## src/rtl/match_sm.sv

```systemverilog
// match_sm: Tank Wars lives, hit-immunity and end-of-match controller; TANKWARS_HEART_PICKUP_EN adds heart pickups.
// Latency: 1 cycle after frame_tick; no backpressure, every tick is consumed.
module match_sm #(
    parameter int          N_PLAYERS     = 2,
    parameter int          LIVES         = 3,
    parameter int          INVULN_FRAMES = 30,
    parameter int          PICKUP_PERIOD = 600,
    parameter logic [7:0]  RESTART_KEY   = 8'h15
) (
    input  logic                     Clk,
    input  logic                     Reset_n,
    input  logic                     frame_tick,
    input  logic [N_PLAYERS-1:0]     shot_hit,
    input  logic [N_PLAYERS-1:0]     pickup_touch,
    input  logic [31:0]              keycode,
    output logic [3*N_PLAYERS-1:0]   hearts,
    output logic [N_PLAYERS-1:0]     alive,
    output logic [N_PLAYERS-1:0]     invuln,
    output logic                     game_over,
    output logic                     draw,
    output logic [1:0]               winner,
    output logic                     heart_showup
);

    typedef enum logic {PLAY, OVER} state_t;

    state_t     state_q, state_d;
    logic [2:0] lives_q [N_PLAYERS];
    logic [2:0] lives_d [N_PLAYERS];
    logic [7:0] cnt_q   [N_PLAYERS];
    logic [7:0] cnt_d   [N_PLAYERS];
    logic       draw_q, draw_d;
    logic [1:0] winner_q, winner_d;
    logic       restart;
    logic [2:0] n_alive;
    logic [1:0] last_alive;

`ifdef TANKWARS_HEART_PICKUP_EN
    logic [11:0] fcnt_q, fcnt_d;
    logic        showup_q, showup_d;
    logic        picked;
`endif

    assign restart = (keycode[7:0]   == RESTART_KEY) || (keycode[15:8]  == RESTART_KEY) ||
                     (keycode[23:16] == RESTART_KEY) || (keycode[31:24] == RESTART_KEY);

    always_comb begin
        state_d    = state_q;
        lives_d    = lives_q;
        cnt_d      = cnt_q;
        draw_d     = draw_q;
        winner_d   = winner_q;
        n_alive    = 3'd0;
        last_alive = 2'd0;
`ifdef TANKWARS_HEART_PICKUP_EN
        fcnt_d     = fcnt_q;
        showup_d   = showup_q;
        picked     = 1'b0;
`endif
        if (frame_tick) begin
            case (state_q)
                PLAY: begin
                    // A running immunity counter consumes the tick, even if it is about to expire.
                    for (int p = 0; p < N_PLAYERS; p++) begin
                        if (cnt_q[p] != 8'd0) begin
                            cnt_d[p] = cnt_q[p] - 8'd1;
                        end else if (shot_hit[p] && (lives_q[p] != 3'd0)) begin
                            lives_d[p] = lives_q[p] - 3'd1;
                            cnt_d[p]   = 8'(INVULN_FRAMES);
                        end
                    end
`ifdef TANKWARS_HEART_PICKUP_EN
                    if (showup_q) begin
                        for (int p = 0; p < N_PLAYERS; p++) begin
                            if (!picked && pickup_touch[p] && (lives_d[p] != 3'd0)) begin
                                picked = 1'b1;
                                if (lives_d[p] < 3'(LIVES))
                                    lives_d[p] = lives_d[p] + 3'd1;
                            end
                        end
                        if (picked)
                            showup_d = 1'b0;
                    end else if (fcnt_q == 12'(PICKUP_PERIOD - 1)) begin
                        showup_d = 1'b1;
                        fcnt_d   = 12'd0;
                    end else begin
                        fcnt_d = fcnt_q + 12'd1;
                    end
`endif
                    for (int p = 0; p < N_PLAYERS; p++) begin
                        if (lives_d[p] != 3'd0) begin
                            n_alive    = n_alive + 3'd1;
                            last_alive = 2'(p);
                        end
                    end
                    if (n_alive <= 3'd1) begin
                        state_d  = OVER;
                        draw_d   = (n_alive == 3'd0);
                        winner_d = last_alive;
                        for (int p = 0; p < N_PLAYERS; p++)
                            cnt_d[p] = 8'd0;
`ifdef TANKWARS_HEART_PICKUP_EN
                        showup_d = 1'b0;
`endif
                    end
                end
                OVER: begin
                    for (int p = 0; p < N_PLAYERS; p++)
                        cnt_d[p] = 8'd0;
                    if (restart) begin
                        state_d  = PLAY;
                        draw_d   = 1'b0;
                        winner_d = 2'd0;
                        for (int p = 0; p < N_PLAYERS; p++)
                            lives_d[p] = 3'(LIVES);
`ifdef TANKWARS_HEART_PICKUP_EN
                        fcnt_d   = 12'd0;
                        showup_d = 1'b0;
`endif
                    end
                end
            endcase
        end
    end

    always_ff @(posedge Clk or negedge Reset_n) begin
        if (!Reset_n) begin
            state_q  <= PLAY;
            draw_q   <= 1'b0;
            winner_q <= 2'd0;
            for (int p = 0; p < N_PLAYERS; p++) begin
                lives_q[p] <= 3'(LIVES);
                cnt_q[p]   <= 8'd0;
            end
        end else begin
            state_q  <= state_d;
            draw_q   <= draw_d;
            winner_q <= winner_d;
            lives_q  <= lives_d;
            cnt_q    <= cnt_d;
        end
    end

`ifdef TANKWARS_HEART_PICKUP_EN
    always_ff @(posedge Clk or negedge Reset_n) begin
        if (!Reset_n) begin
            fcnt_q   <= 12'd0;
            showup_q <= 1'b0;
        end else begin
            fcnt_q   <= fcnt_d;
            showup_q <= showup_d;
        end
    end

    assign heart_showup = showup_q;
`else
    logic unused_touch;
    assign unused_touch = ^pickup_touch;
    assign heart_showup = 1'b0;
`endif

    for (genvar p = 0; p < N_PLAYERS; p++) begin : g_out
        assign hearts[3*p +: 3] = lives_q[p];
        assign alive[p]         = (lives_q[p] != 3'd0);
        assign invuln[p]        = (cnt_q[p] != 8'd0);
    end

    assign game_over = (state_q == OVER);
    assign draw      = draw_q;
    assign winner    = winner_q;

endmodule

```

## config.mk

```make
export PLATFORM = sky130hd
export DESIGN_NAME = match_sm
export DESIGN_NICKNAME = d
export VERILOG_FILES = /design/src/rtl/match_sm.sv
export SDC_FILE = /design/constraint.sdc
export NUM_CORES = 1
export LEC_CHECK = 0
export BUFFER_PORTS_ARGS = -buffer_cell sky130_fd_sc_hd__buf_2
export CAP_MARGIN = 15
export CORE_MARGIN = 2
export CORE_UTILIZATION = 35
export CTS_CLUSTER_SIZE = 16
export DETAILED_ROUTE_END_ITERATION = 6
export SLEW_MARGIN = 20
export SYNTH_ARGS = -nofsm -noshare
export SYNTH_HDL_FRONTEND = slang
export SYNTH_SLANG_ARGS = --single-unit
```

## constraint.sdc

```tcl
create_clock -name Clk -period 2.8 [get_ports Clk]
set_clock_uncertainty 0.15 [all_clocks]
set_input_delay 0.28 -clock Clk [delete_from_list [all_inputs] [get_ports Clk]]
set_output_delay 0.28 -clock Clk [all_outputs]
set_load 0.1 [all_outputs]
```

# After elaboration in Yosys (flattened, before gate mapping)
# Index checks and enable logic that the tools add are counted.
[classes] add_sub_neg=5 bitwise=1 eq_ne=8 magnitude_cmp=1 n_reduce_logical=16 n_mux=32
[op_table] op="2-to-1 mux 3 bit" count=13
[op_table] op="equality test 8 x 5 -> 1 bit, second input constant" count=4
[op_table] op="2-to-1 mux 8 bit" count=4
[op_table] op="case mux 16 bit (2 select lines)" count=1
[op_table] op="2-to-1 mux 16 bit" count=1
[op_table] op="nonzero test 8 bit" count=2
[op_table] op="subtractor 8 x 1 -> 8 bit, second input constant" count=2
[op_table] op="case mux 6 bit (2 select lines)" count=1
[op_table] op="nonzero test 3 bit" count=4
[op_table] op="!= test 4 bit, second input constant" count=2
[op_table] op="2-to-1 mux 1 bit" count=6
[op_table] op="2-to-1 mux 6 bit" count=1
[op_table] op="AND reduction 2 bit" count=3
[op_table] op="subtractor 3 x 1 -> 3 bit, second input constant" count=2
[op_table] op="2-to-1 mux 2 bit" count=2
[op_table] op="case mux 1 bit (2 select lines)" count=2
[op_table] op="case mux 2 bit (2 select lines)" count=1
[op_table] op="adder 3 x 1 -> 3 bit, second input constant" count=1
[op_table] op="<= comparator 3 x 1 -> 1 bit, second input constant" count=1
[op_table] op="zero test 3 bit" count=1
[op_table] op="logical OR 1 bit" count=3
[op_table] op="AND reduction 3 bit" count=1
[op_table] op="logical AND 1 bit" count=2
[op_table] op="!= test 2 x 1 -> 1 bit, second input constant" count=1
[op_table] op="other kinds (2)" count=2
[totals] out_inout_bits=15 inputBits=39 regBits=26

# Longest topological paths before layout
[logic_depth] word_depth=17 ltp_mapped=10

# Least setup slack after synthesis
# No wires, ideal clock.
[synth_timing] kind="reg-to-reg" start="reg lives_q (netlist bit hearts[3])" end="reg cnt_q[13] (netlist bit)" path_slack_ns=-0.807 required_time_ns=2.586 path_stages_with_launch=10 arrival_ns=3.393 path_cell_list="dfstp_2 -> inv_1 -> ha_1 -> nand2b_1 -> nor4b_4 -> mux2i_1 -> o211ai_2 -> buf_6 -> nor4b_1 -> a21o_1"
[synth_between] elab_chain_len=13 elab_cells_between_ends=16
[synth_lines] element="from (decl)" line="28" rtl="logic [2:0] lives_q [N_PLAYERS];"
[synth_lines] element="from (signal, indexed assignment)" line="132" rtl="lives_q[p] <= 3'(LIVES);"
[synth_lines] element="from (signal assigned)" line="139" rtl="lives_q <= lives_d;"
[synth_lines] element="nonzero test 3 bit (*)"
[synth_lines] element="via alive[1]" line="17" rtl="output logic [N_PLAYERS-1:0] alive,"
[synth_lines] element="logical AND 1 bit (*)" line="67" rtl="end else if (shot_hit[p] && (lives_q[p] != 3'd0)) begin"
[synth_lines] element="2-to-1 mux 3 bit (*)" line="67"
[synth_lines] element="2-to-1 mux 3 bit (*)" line="65" rtl="if (cnt_q[p] != 8'd0) begin"
[synth_lines] element="2-to-1 mux 3 bit (*)" line="61" rtl="case (state_q)"
[synth_lines] element="2-to-1 mux 3 bit (*)" line="60" rtl="if (frame_tick) begin"
[synth_lines] element="nonzero test 3 bit (*)" line="91" rtl="if (lives_d[p] != 3'd0) begin"
[synth_lines] element="2-to-1 mux 3 bit (*)" line="91"
[synth_lines] element="2-to-1 mux 3 bit (*)" line="61"
[synth_lines] element="2-to-1 mux 3 bit (*)" line="60"
[synth_lines] element="<= comparator 3 x 1 -> 1 bit (*)" line="96" rtl="if (n_alive <= 3'd1) begin"
[synth_lines] element="!= test 4 bit (no source line) or 2-to-1 mux 16 bit (tied branches)"
[synth_lines] element="AND reduction 2 bit (no source line) or case mux 16 bit (2 select lines) (tied branches)"
[synth_lines] element="to (signal assigned)" line="140" rtl="cnt_q <= cnt_d;"
[synth_lines] element="to (decl)" line="30" rtl="logic [7:0] cnt_q [N_PLAYERS];"
# The timed path passes the listed nets; every way through them passes the cells marked *. The select of a mux whose other input is x is not followed.
# A chain may end at the register's enable or synchronous reset.

# Worst setup path after layout
[layout_timing] start="reg cnt_q[0] (netlist bit)" end="reg cnt_q[15] (netlist bit)"
[layout_between] elab_chain_len=11 elab_cells_between_ends=13
[layout_lines] element="nonzero test 8 bit (*)" line="65"
[layout_lines] element="2-to-1 mux 3 bit (*)" line="65"
[layout_lines] element="2-to-1 mux 3 bit (*)" line="61"
[layout_lines] element="2-to-1 mux 3 bit (*)" line="60"
[layout_lines] element="nonzero test 3 bit (*)" line="91"
[layout_lines] element="2-to-1 mux 3 bit (*)" line="91"
[layout_lines] element="2-to-1 mux 3 bit (*)" line="61"
[layout_lines] element="2-to-1 mux 3 bit (*)" line="60"
[layout_lines] element="<= comparator 3 x 1 -> 1 bit (*)" line="96"
[layout_lines] element="!= test 4 bit (no source line) or 2-to-1 mux 16 bit (tied branches)"
[layout_lines] element="AND reduction 2 bit (no source line) or case mux 16 bit (2 select lines) (tied branches)"
# Every way passes the cells marked *; elsewhere a longest branch is shown, timed or not. The select of a mux whose other input is x is not followed.

==> metrics.md <==
| Metric | Value |
|---|---|
| PwrDens | `1320 nW/um^2` |
| # placed instances | `321` |
| First-pass GRT wire length | `6580 um` |
| Psw | `1.80 mW` |
| Cell Rows | `25` |
| Vias in the first global route | `1434` |
| Final instance count without filler cells | `333` |
| Maximum vdd drop | `roughly 0.0013 V` |
| Total Wirelength | `around 4400 um` |
| Maxcap violations | `0` |
| Clock-pin slew on the worst setup and hold paths | `0.09 ns` |
| Critical Path RT | `roughly 2.8 ns` |
| Outcome | `complete, no violations` |
| Dpl hpwl | `3170 um` |
| Tcrit/Tclk final | `97.5%` |
| LEAKAGE | `1.16 nW` |
| Via density | `5.08` |
| CTS root buffer | `clkbuf_8` |
| Initial Util | `36.1%` |
| Yosys reg bits | `25` |
| Design area | `2410 um^2` |
| Final setup fails | `0` |
| Async SR Flop Fraction | `100%` |
| Part of the power in combinational logic | `roughly three quarters` |
| RSZ-0062 raised after global routing | `yes` |
| Final net count | `314` |
| Critical path class | `flop to flop` |
| Synth Instances | `between 150 and 200` |
| Class of the worst hold path | `primary input to flop` |
| Worst EP arrival | `2.74 ns` |
| Worst Tran Pin Value | `approximately 0.59 ns` |
| Clock network power share | `6.9%` |
| Wire length per cell | `13.1 um` |
| Setup crit end kind | `flop` |
| Critical Path Start Type | `flop` |
| Initial antenna violation count | `0` |
| Maximum root-to-sink buffer count | `2` |
| Initial DRC count | `107` |
| DRC | `0` |
| Gr usage total | `between 15 and 20%` |
| Fin. max-slew vios | `0` |
| YS warnings | `0` |
| Die Width | `73.8 um` |
| ANT cells | `0` |
| Gpl congestion | `0.854` |
| Min Clock Period, post-route | `about 2.7 ns` |
| Post-DP Area | `2230 um^2` |
| Layout cell share with drive strength beyond 1 | `42.9%` |
| Post-synth EDFFs | `0` |
| Num CTS Buffers | `3` |
| Avg Inst Size Synth | `8.98 um^2` |
| Fill count | `447` |
| Fmax | `366 MHz` |
| Synth unique cells | `46` |
| Final Hold Viols | `0` |
| Netlist Area Pre-Place | `1710 um^2` |
| Core area | `4720 um^2` |
| Die area | `5450 um^2` |
| H-tree Lvls | `1` |
| Relative slew slack | `60.7%` |
| Multi-input logic area | `1090 um^2` |
| Synth Flop Type | `dfrtp_1` |
| First-pass detailed-route iteration total | `4` |
| Seq/Total Area, Yosys | `37.0%` |
| TritonCTS clock tree | `yes` |
| Switching part of the total power | `roughly 56%` |
| Largest net degree at the start of global routing | `26` |
| Reg power frac | `19.5%` |
| Vias post-DR | `1691` |
| Sinks on Clock Net | `25` |
| Gr ovfl total | `0` |
| Number of I/O port buffers | `a little under 50` |
| Post-route ant nets | `0` |
| Clock latency on the worst-skew pair | `0.27 ns` |
| Chip height | `73.8 um` |
| Top Ports | `54` |
| Critical path peak fanout | `6` |
| Area Overhead vs Synth | `41.4%` |
| Internal power | `1.39 mW` |
| FF+latch area | `approximately 650 um^2` |
layer usage:
layer	wire (um)	vias up	GRT usage (%)
met2	2160	37	25.2
met1	1980	801	21.3
met5	0	-	0
met3	210	4	3.29
met4	31	0	3.23
li1	-	849	-
path summary, 6_finish.rpt:
| path | startpoint | end | slack (ns) | depth (start not counted) |
|---|---|---|---|---|
| setup reg to reg | cnt_q[0]$_DFFE_PN0P_ | cnt_q[15]$_DFFE_PN0P_ | 0.07 | 10 |
| hold / removal | shot_hit[0] | cnt_q[9]$_DFFE_PN0P_ | 0.26 | 4 |
| min in group asynchronous | Reset_n | hearts[5]$_DFFE_PN0P_ | 0.39 | 2 |
| setup / recovery | cnt_q[0]$_DFFE_PN0P_ | cnt_q[15]$_DFFE_PN0P_ | 0.07 | 10 |
| max in group asynchronous | Reset_n | hearts[2]$_DFFE_PN0P_ | 1.69 | 2 |
| hold reg to reg | winner[0]$_DFFE_PN0P_ | winner[0]$_DFFE_PN0P_ | 0.36 | 2 |
per-stage QoR:
stage	worst slack (ns)	hold slack (ns)	setup TNS [ns]	power, mW	util [%]
floorplan	-0.0228	-0.166	-0.0286	2.32	-
global placement	-0.0192	0.175	-0.0192	2.80	47.2
detailed placement	-0.00751	0.166	-0.00751	2.79	47.2
CTS	-0.0335	0.247	-0.0335	3.02	48.4
global route	-0.0308	0.250	-0.0946	3.40	51.0
finish	0.0711	0.260	0	3.19	51.0
power groups by stage:
stage | clock (mW) | combinational, mW | sequential, mW
final | 0.219 | 2.35 | 0.623
after floorplan | 0 | 1.38 | 0.941
after global routing | 0.246 | 2.51 | 0.641
after global placement | 0 | 2.17 | 0.625
after CTS | 0.230 | 2.17 | 0.621
after detailed placement | 0 | 2.16 | 0.628
worst max-delay path: stages, from the launching register on:
cell,delay (ns)
dfrtp_1,0.38
inv_1,0.08
ha_2,0.19
or3b_4,0.42
nor3_4,0.14
mux2_4,0.32
buf_4,0.15
o211ai_4,0.31
buf_4,0.18
a2bb2oi_1,0.20
o41ai_2,0.09
synthesized netlist by cell type, types with 2 or more instances:
| master | n | area share (%) |
|---|---|---|
| a311oi_1 | 2 | 1.0 |
| nand2_1 | 16 | 3.5 |
| mux2i_1 | 3 | 1.8 |
| nor3_1 | 12 | 3.5 |
| a31oi_1 | 2 | 0.73 |
| o41ai_1 | 2 | 1.0 |
| nor2_1 | 16 | 3.5 |
| a2bb2oi_1 | 6 | 3.1 |
| nor2b_1 | 2 | 0.73 |
| buf_6 | 2 | 1.3 |
| a21o_1 | 6 | 2.6 |
| o21ai_1 | 4 | 1.2 |
| and2_1 | 2 | 0.73 |
| mux2_2 | 3 | 2.0 |
| nor4b_1 | 6 | 3.1 |
| o31ai_1 | 3 | 1.3 |
| clkbuf_1 | 2 | 0.44 |
| nand2b_1 | 3 | 1.1 |
| a22o_1 | 2 | 1.0 |
| ha_1 | 8 | 5.9 |
| dfstp_2 | 4 | 6.2 |
| inv_1 | 13 | 2.9 |
| buf_4 | 2 | 0.88 |
| a21oi_1 | 10 | 2.9 |
| o211ai_2 | 2 | 1.5 |
| nand3_1 | 2 | 0.59 |
| nand4_1 | 5 | 1.8 |
| o21ai_0 | 9 | 2.6 |
| nor4bb_1 | 4 | 2.3 |
| dfrtp_1 | 21 | 31 |
placed cells by master (no fill, tap or decap), types with 5 or more instances in the layout:
master and n:
a21o_1 6, a21oi_1 10, a2bb2oi_1 5, buf_2 49
buf_4 26, dfrtp_1 19, ha_1 6, inv_1 10
nand2_1 16, nand4_1 5, nor2_1 16, nor3_1 10
nor4b_1 5, o21ai_0 9
repair_timing:
| item | CTS | global route |
|---|---|---|
| hold buffers | 1 | 0 |
| hold endpoints to repair | 21 | 0 |
| setup buffers | 0 | 7 |
| gates cloned | 0 | 0 |
| setup endpoints to repair | 1 | 18 |
| pin swaps | 0 | 4 |
| resized for setup | 0 | 15 |
cells by family after synthesis:
logic type / Yosys count / share of synthesized area [%]
buffers and inverters: 21 / 6.02
adders and majority gates: 8 / 5.87
DFF: 25 / 37.0
other: 1 / 0.220
xor gates and xnor gates: 1 / 0.514
and+or+nand+nor: 76 / 25.5
AOI/OAI and AO/OA: 52 / 21.1
muxes: 6 / 3.74
final cells by class:
type                            instances  share of cell area, %
Multi-Input combinational cell        145                   45.4
Sequential cell                        25                   26.9
Timing Repair Buffer                   78                   20.0
Tap cell                               67                   3.48
Inverter                               14                   2.39
Clock buffer                            3                   1.71
Clock inverter                          1                  0.208
state kept, by name (all words and copies together) (netlist names):
register	flops
game_over	1
cnt_q	16
hearts	6
winner	1
draw	1
Power figures use the tool's default switching activity.
